===== src/rtl/adder_arbiter_if.sv =====
// Request/response bundle between client blocks and the shared-adder arbiter.
// Operands are packed flat: requester i occupies bits [i*WIDTH +: WIDTH].
interface adder_arbiter_if #(
  parameter int NREQ  = 4,
  parameter int WIDTH = 32
);
  logic [NREQ-1:0]       req_valid;
  logic [NREQ-1:0]       req_ready;
  logic [NREQ*WIDTH-1:0] req_a;
  logic [NREQ*WIDTH-1:0] req_b;
  logic [NREQ-1:0]       rsp_valid;
  logic [WIDTH-1:0]      rsp_sum;

  modport master (
    output req_valid, req_a, req_b,
    input  req_ready, rsp_valid, rsp_sum
  );

  modport slave (
    input  req_valid, req_a, req_b,
    output req_ready, rsp_valid, rsp_sum
  );
endinterface


===== src/rtl/adder_arbiter.sv =====
// Round-robin arbiter sharing one pipelined adder among NREQ requesters.
// One grant per cycle; the one-hot grant travels down a tag pipeline matching
// the adder latency and comes back out as rsp_valid alongside add_sum.
module adder_arbiter #(
  parameter int WIDTH   = 32,
  parameter int NREQ    = 4,
  parameter int ADD_LAT = 1
) (
  input  logic             clk,
  input  logic             rst_n,
  adder_arbiter_if.slave   bus,
  output logic [WIDTH-1:0] add_a,
  output logic [WIDTH-1:0] add_b,
  input  logic [WIDTH-1:0] add_sum,
  output logic [2:0]       in_flight
);
  localparam int PW = $clog2(NREQ);

  logic [PW-1:0]                  ptr_q, ptr_d;
  logic [NREQ-1:0]                gnt;
  logic [ADD_LAT-1:0][NREQ-1:0]   tag_q, tag_d;
  logic [2:0]                     in_flight_q, in_flight_d;
  logic                           issue, ret;

  // Scan from ptr upward (mod NREQ); first valid wins and steers its operands
  always_comb begin
    int   idx;
    logic found;
    idx   = 0;
    found = 1'b0;
    gnt   = '0;
    ptr_d = ptr_q;
    add_a = '0;
    add_b = '0;
    for (int k = 0; k < NREQ; k++) begin
      idx = int'(ptr_q) + k;
      if (idx >= NREQ) idx = idx - NREQ;
      if (!found && rst_n && bus.req_valid[idx]) begin
        found    = 1'b1;
        gnt[idx] = 1'b1;
        add_a    = bus.req_a[idx*WIDTH +: WIDTH];
        add_b    = bus.req_b[idx*WIDTH +: WIDTH];
        ptr_d    = (idx == NREQ-1) ? '0 : PW'(idx + 1);
      end
    end
  end

  assign issue = |gnt;
  assign ret   = |tag_q[ADD_LAT-1];

  // Tag shift register and outstanding-add counter
  always_comb begin
    tag_d[0] = gnt;
    for (int s = 1; s < ADD_LAT; s++) tag_d[s] = tag_q[s-1];
    in_flight_d = in_flight_q;
    case ({issue, ret})
      2'b10:   in_flight_d = in_flight_q + 3'd1;
      2'b01:   in_flight_d = in_flight_q - 3'd1;
      default: in_flight_d = in_flight_q;
    endcase
  end

  // State registers; reset drops any adds still in the pipeline
  always_ff @(posedge clk) begin
    if (!rst_n) begin
      ptr_q       <= '0;
      tag_q       <= '0;
      in_flight_q <= '0;
    end else begin
      ptr_q       <= ptr_d;
      tag_q       <= tag_d;
      in_flight_q <= in_flight_d;
    end
  end

  assign bus.req_ready = gnt;
  assign bus.rsp_valid = tag_q[ADD_LAT-1];
  assign bus.rsp_sum   = add_sum;
  assign in_flight     = in_flight_q;
endmodule


===== src/flat_wrapper.sv =====
// flat-port wrapper written by rule: the top's interface ports become plain ports
module adder_arbiter_flat 
#(
  parameter int WIDTH   = 32,
  parameter int NREQ    = 4,
  parameter int ADD_LAT = 1
)
  (clk, rst_n, add_a, add_b, add_sum, in_flight, bus_req_valid, bus_req_a, bus_req_b, bus_req_ready, bus_rsp_valid, bus_rsp_sum);
  adder_arbiter_if #(.NREQ(NREQ), .WIDTH(WIDTH)) bus_i ();
  input  logic clk;
  input  logic rst_n;
  output logic [WIDTH-1:0] add_a;
  output logic [WIDTH-1:0] add_b;
  input  logic [WIDTH-1:0] add_sum;
  output logic [2:0] in_flight;
  input wire logic [$bits(bus_i.req_valid)-1:0] bus_req_valid;
  input wire logic [$bits(bus_i.req_a)-1:0] bus_req_a;
  input wire logic [$bits(bus_i.req_b)-1:0] bus_req_b;
  output wire logic [$bits(bus_i.req_ready)-1:0] bus_req_ready;
  output wire logic [$bits(bus_i.rsp_valid)-1:0] bus_rsp_valid;
  output wire logic [$bits(bus_i.rsp_sum)-1:0] bus_rsp_sum;
  assign bus_i.req_valid = bus_req_valid;
  assign bus_i.req_a = bus_req_a;
  assign bus_i.req_b = bus_req_b;
  assign bus_req_ready = bus_i.req_ready;
  assign bus_rsp_valid = bus_i.rsp_valid;
  assign bus_rsp_sum = bus_i.rsp_sum;
  adder_arbiter #(.WIDTH(WIDTH), .NREQ(NREQ), .ADD_LAT(ADD_LAT)) u_core (.clk(clk), .rst_n(rst_n), .bus(bus_i), .add_a(add_a), .add_b(add_b), .add_sum(add_sum), .in_flight(in_flight));
endmodule

===== config.mk =====
export PLATFORM = sky130hd
export DESIGN_NAME = adder_arbiter_flat
export DESIGN_NICKNAME = d
export VERILOG_FILES = /design/src/rtl/adder_arbiter_if.sv /design/src/rtl/adder_arbiter.sv /design/src/flat_wrapper.sv
export SDC_FILE = /design/constraint.sdc
export NUM_CORES = 1
export LEC_CHECK = 0
export ABC_AREA = 0
export CORE_AREA = 2 2 156 158
export DETAILED_ROUTE_END_ITERATION = 10
export DIE_AREA = 0 0 158 160
export GPL_ROUTABILITY_DRIVEN = 0
export PLACE_DENSITY = 0.71
export REMOVE_ABC_BUFFERS = 1
export SKIP_CTS_REPAIR_TIMING = 1
export SLEW_MARGIN = 20
export SYNTH_ARGS = -nofsm -noshare
export SYNTH_HDL_FRONTEND = slang
export SYNTH_SLANG_ARGS = --single-unit
export TNS_END_PERCENT = 50

===== constraint.sdc =====
create_clock -name clk -period 11.3 [get_ports clk]
set_input_delay 1.695 -clock clk [delete_from_list [all_inputs] [get_ports clk]]
set_output_delay 1.695 -clock clk [all_outputs]
set_load 0.005 [all_outputs]

==> results_dict.tcl <==
set metrics [dict create \
    final_area_mm2 0.0116 \
    path_cells "clkdlybuf4s50_1 > nand2_1 > o22ai_1 > nand3_2 > a21oi_4 > buf_4 > nand2_1 > o211ai_1 > clkdlybuf4s50_1" \
    portBuffers 336 \
    track_usage_pct 22.5 \
    vdd_drop_max_mv 0.152 \
    ant_nets 0 \
    crit_path_max_incr_delay_ns 0.84 \
    drtPass1Iterations 5 \
    powerDensity_mw_per_mm2 222 \
    setup_tns_ns 0 \
    drtIter0Drc 698 \
    syn_area_per_cell_um2 10.3 \
    num-nets-final 1328 \
    yosysWarnings 0 \
    cp-end-kind "output pin" \
    crit_buf_inv 3 \
    worstSetupPathType "input port to output pin" \
    filler_cell_count 2247 \
    crit_slowest_cell "clkdlybuf4s50_1" \
    num_io_pins 401 \
    die_area_mm2 0.0253 \
    htreeDepth 1 \
    multi_input_area_mm2 0.00740 \
    finalCritPeriodShare_pct 63.4 \
    dp_hpwl_mm 21.9 \
    slew_violations 0 \
    grtUsageMet2_pct 35.8 \
    fp.dieH_um 160 \
    r2r_setup_slack_ns 6.29 \
    cp.arrival_ns 5.47 \
    top_usage_layer "met2" \
    antenna_found_initial 1 \
    synth_simple_gate_area_share_pct 4.89 \
    cts_tree "built" \
    wl_mm 29.9 \
    ys_types 43 \
    whs_ns 0.501 \
    ys_ff_latch 9 \
    rows 57 \
    grt-ovfl-total 0 \
    routed_wire_length_per_instance_um 22.2 \
    clock_sinks 9 \
    max_freq_mhz 140 \
    grt_pass1_vias 8377 \
    r2r-start "u_core.ptr_q[0]$_SDFFE_PN0P_" \
    worstHoldPathCells 2 \
    synthCells 797 \
    synth_top_family_by_area "multiplexers" \
    finish.utilization_pct 48.6 \
    max_cap_viol_count 0 \
    vias 8368 \
    dp_slack_ns 4.18 \
    synth_area_mm2 0.00824 \
    cts-root-buf "clkbuf_16" \
    grt_pass1_wl_mm 45.8 \
    grt_util_met3_pct 8.87 \
    setup_ws_ns 4.14 \
    worst_clock_skew_ns 0.00449 \
    drc 0 \
    synth_compound_area_share_pct 21.1 \
    yosysSeqAreaShare_pct 2.19 \
    hold_class "register to register" \
    critPathRequiredTime_ns 9.61 \
    core_area_mm2 0.0238 \
    cp_top_family "buffers and inverters" \
    async_flop_share_pct 0 \
    synth_fa_ha_area_share_pct 1.46 \
    synthMuxAreaShare_pct 61.8 \
    insertion_delay_ns 0.24 \
    synth-edff-count 0 \
    r2r_cells 14 \
    min_to "u_core.in_flight[2]$_SDFFE_PN0P_" \
    ff_latch_area_um2 188 \
    gr-usage-met1_pct 28.7 \
    tightest_slew_ns 1.03 \
    finalHoldViolations 0 \
    fin_crit_ns 7.16 \
    synth_xor_area_share_pct 0.213 \
    startpoint_type "input port" \
    drive_gt1_share_pct 28.0 \
    numCtsBuffers 3 \
    rsz0062_at_grt "false" \
    routed_via_density 6.20 \
    grt_max_degree 75 \
    leakagePower_nw 3.75 \
    cts_buffer_depth 2 \
    hp-start "u_core.in_flight[2]$_SDFFE_PN0P_" \
    slew_headroom_pct 31.5 \
    area_delta_synth_final_pct 40.5 \
    status "completed" \
    initial_core_util_pct 34.6 \
    setup_viol 0 \
    path_max_fanout 41 \
    die_w_um 158 \
    synth-main-ff-cell "dfxtp_1" \
    cts.clk_slew.worst_paths_ns 0.04 \
    placed_cell_area_mm2 0.0115 \
    timing.rr.end "u_core.in_flight[2]$_SDFFE_PN0P_" \
]
## final cells by class
cell class	instances	area share, %
well taps	324	3.50
clock buffers	4	0.681
diodes	1	0.0216
inverters	11	0.357
repair buffers	349	29.9
multi-input cells	651	63.9
flip-flops and latches	9	1.62
## sequential cells by signal (all words and copies together) (netlist names)
| name | flops |
|---|---|
| u_core.in_flight | 3 |
| u_core.bus.rsp_valid | 4 |
| u_core.ptr_q | 2 |
## stage by stage
stage                     total power, mW  cells
after global placement               2.49   1344
final                                2.58   1349
after floorplan                      2.17    671
after global routing                 2.78   1349
after CTS                            2.59   1348
after detailed placement             2.52   1344
## layer usage
layer | share of wire, % | vias up
met2 | 46 | 396
met3 | 11 | 51
li1 | - | 3777
met1 | 40 | 4144
met5 | 0 | -
met4 | 2.2 | 0
## power by group
group / leakage (nW) / internal, mW / total [mW] / switching, mW
logic: 3.64 / 1.37 / 2.42 / 1.05
registers: 0.0753 / 0.0470 / 0.0938 / 0.0469
clock network: 0.0382 / 0.0473 / 0.0646 / 0.0173
## worst max path at each step
stage	start	endpoint	cells after the start
3_3_place_gp	rst_n	add_b[0]	9
6_report	rst_n	add_b[0]	9
2_1_floorplan	u_core.ptr_q[0]$_SDFFE_PN0P_	add_a[0]	7
3_5_place_dp	rst_n	add_b[0]	9
4_1_cts	u_core.ptr_q[0]$_SDFFE_PN0P_	add_b[0]	10
5_1_grt	u_core.ptr_q[0]$_SDFFE_PN0P_	add_b[0]	10
## cells by family (layout without fill, tap and decap cells)
group	count (synthesis)	count (layout)
mux	327	327
compound gates	220	220
buf+inv	137	364
simple gates	93	93
fa+ha+maj	9	9
flops	9	9
xor+xnor	2	2
other cells	0	1
## layout by cell type, fill, tap and decap left out, types with 4 or more instances in the layout
| cell | count |
|---|---|
| clkdlybuf4s50_1 | 336 |
| mux4_2 | 132 |
| mux2_2 | 128 |
| nand2_1 | 69 |
| mux2i_1 | 65 |
| a22oi_1 | 64 |
| o211ai_1 | 63 |
| a2bb2oi_1 | 62 |
| buf_4 | 13 |
| inv_1 | 11 |
| nor2_1 | 8 |
| o21ai_0 | 8 |
| a221o_1 | 8 |
| ha_1 | 7 |
| dfxtp_1 | 7 |
| a22o_1 | 4 |
## worst reg2reg max path: cells and delay by family, from the launching register on
kind                     cells  cell delay [ns]
AO/OA/AOI/OAI                2             0.49
XOR/XNOR                     1             0.15
buffers and inverters        3             0.87
adder cells (fa/ha/maj)      3             1.32
AND/OR/NAND/NOR              4             0.84
multiplexers                 1             0.41
flip-flops                   1             0.85
## Yosys cell counts (4+ instances only)
| cell | number | area share, % |
|---|---|---|
| buf_4 | 33 | 3.0 |
| a22o_1 | 4 | 0.43 |
| a22oi_1 | 64 | 5.8 |
| o211ai_1 | 63 | 5.7 |
| buf_2 | 34 | 2.1 |
| mux4_2 | 132 | 36 |
| nor2_1 | 9 | 0.41 |
| mux2i_1 | 65 | 7.9 |
| a2bb2oi_1 | 62 | 6.6 |
| dfxtp_1 | 9 | 2.2 |
| buf_1 | 6 | 0.27 |
| inv_1 | 11 | 0.50 |
| mux2_2 | 128 | 17 |
| o21ai_0 | 8 | 0.49 |
| nand2_1 | 70 | 3.2 |
| a221o_1 | 8 | 0.97 |
| clkbuf_1 | 52 | 2.4 |
| ha_1 | 8 | 1.2 |
No activity file was read; power rests on OpenSTA's default activity.
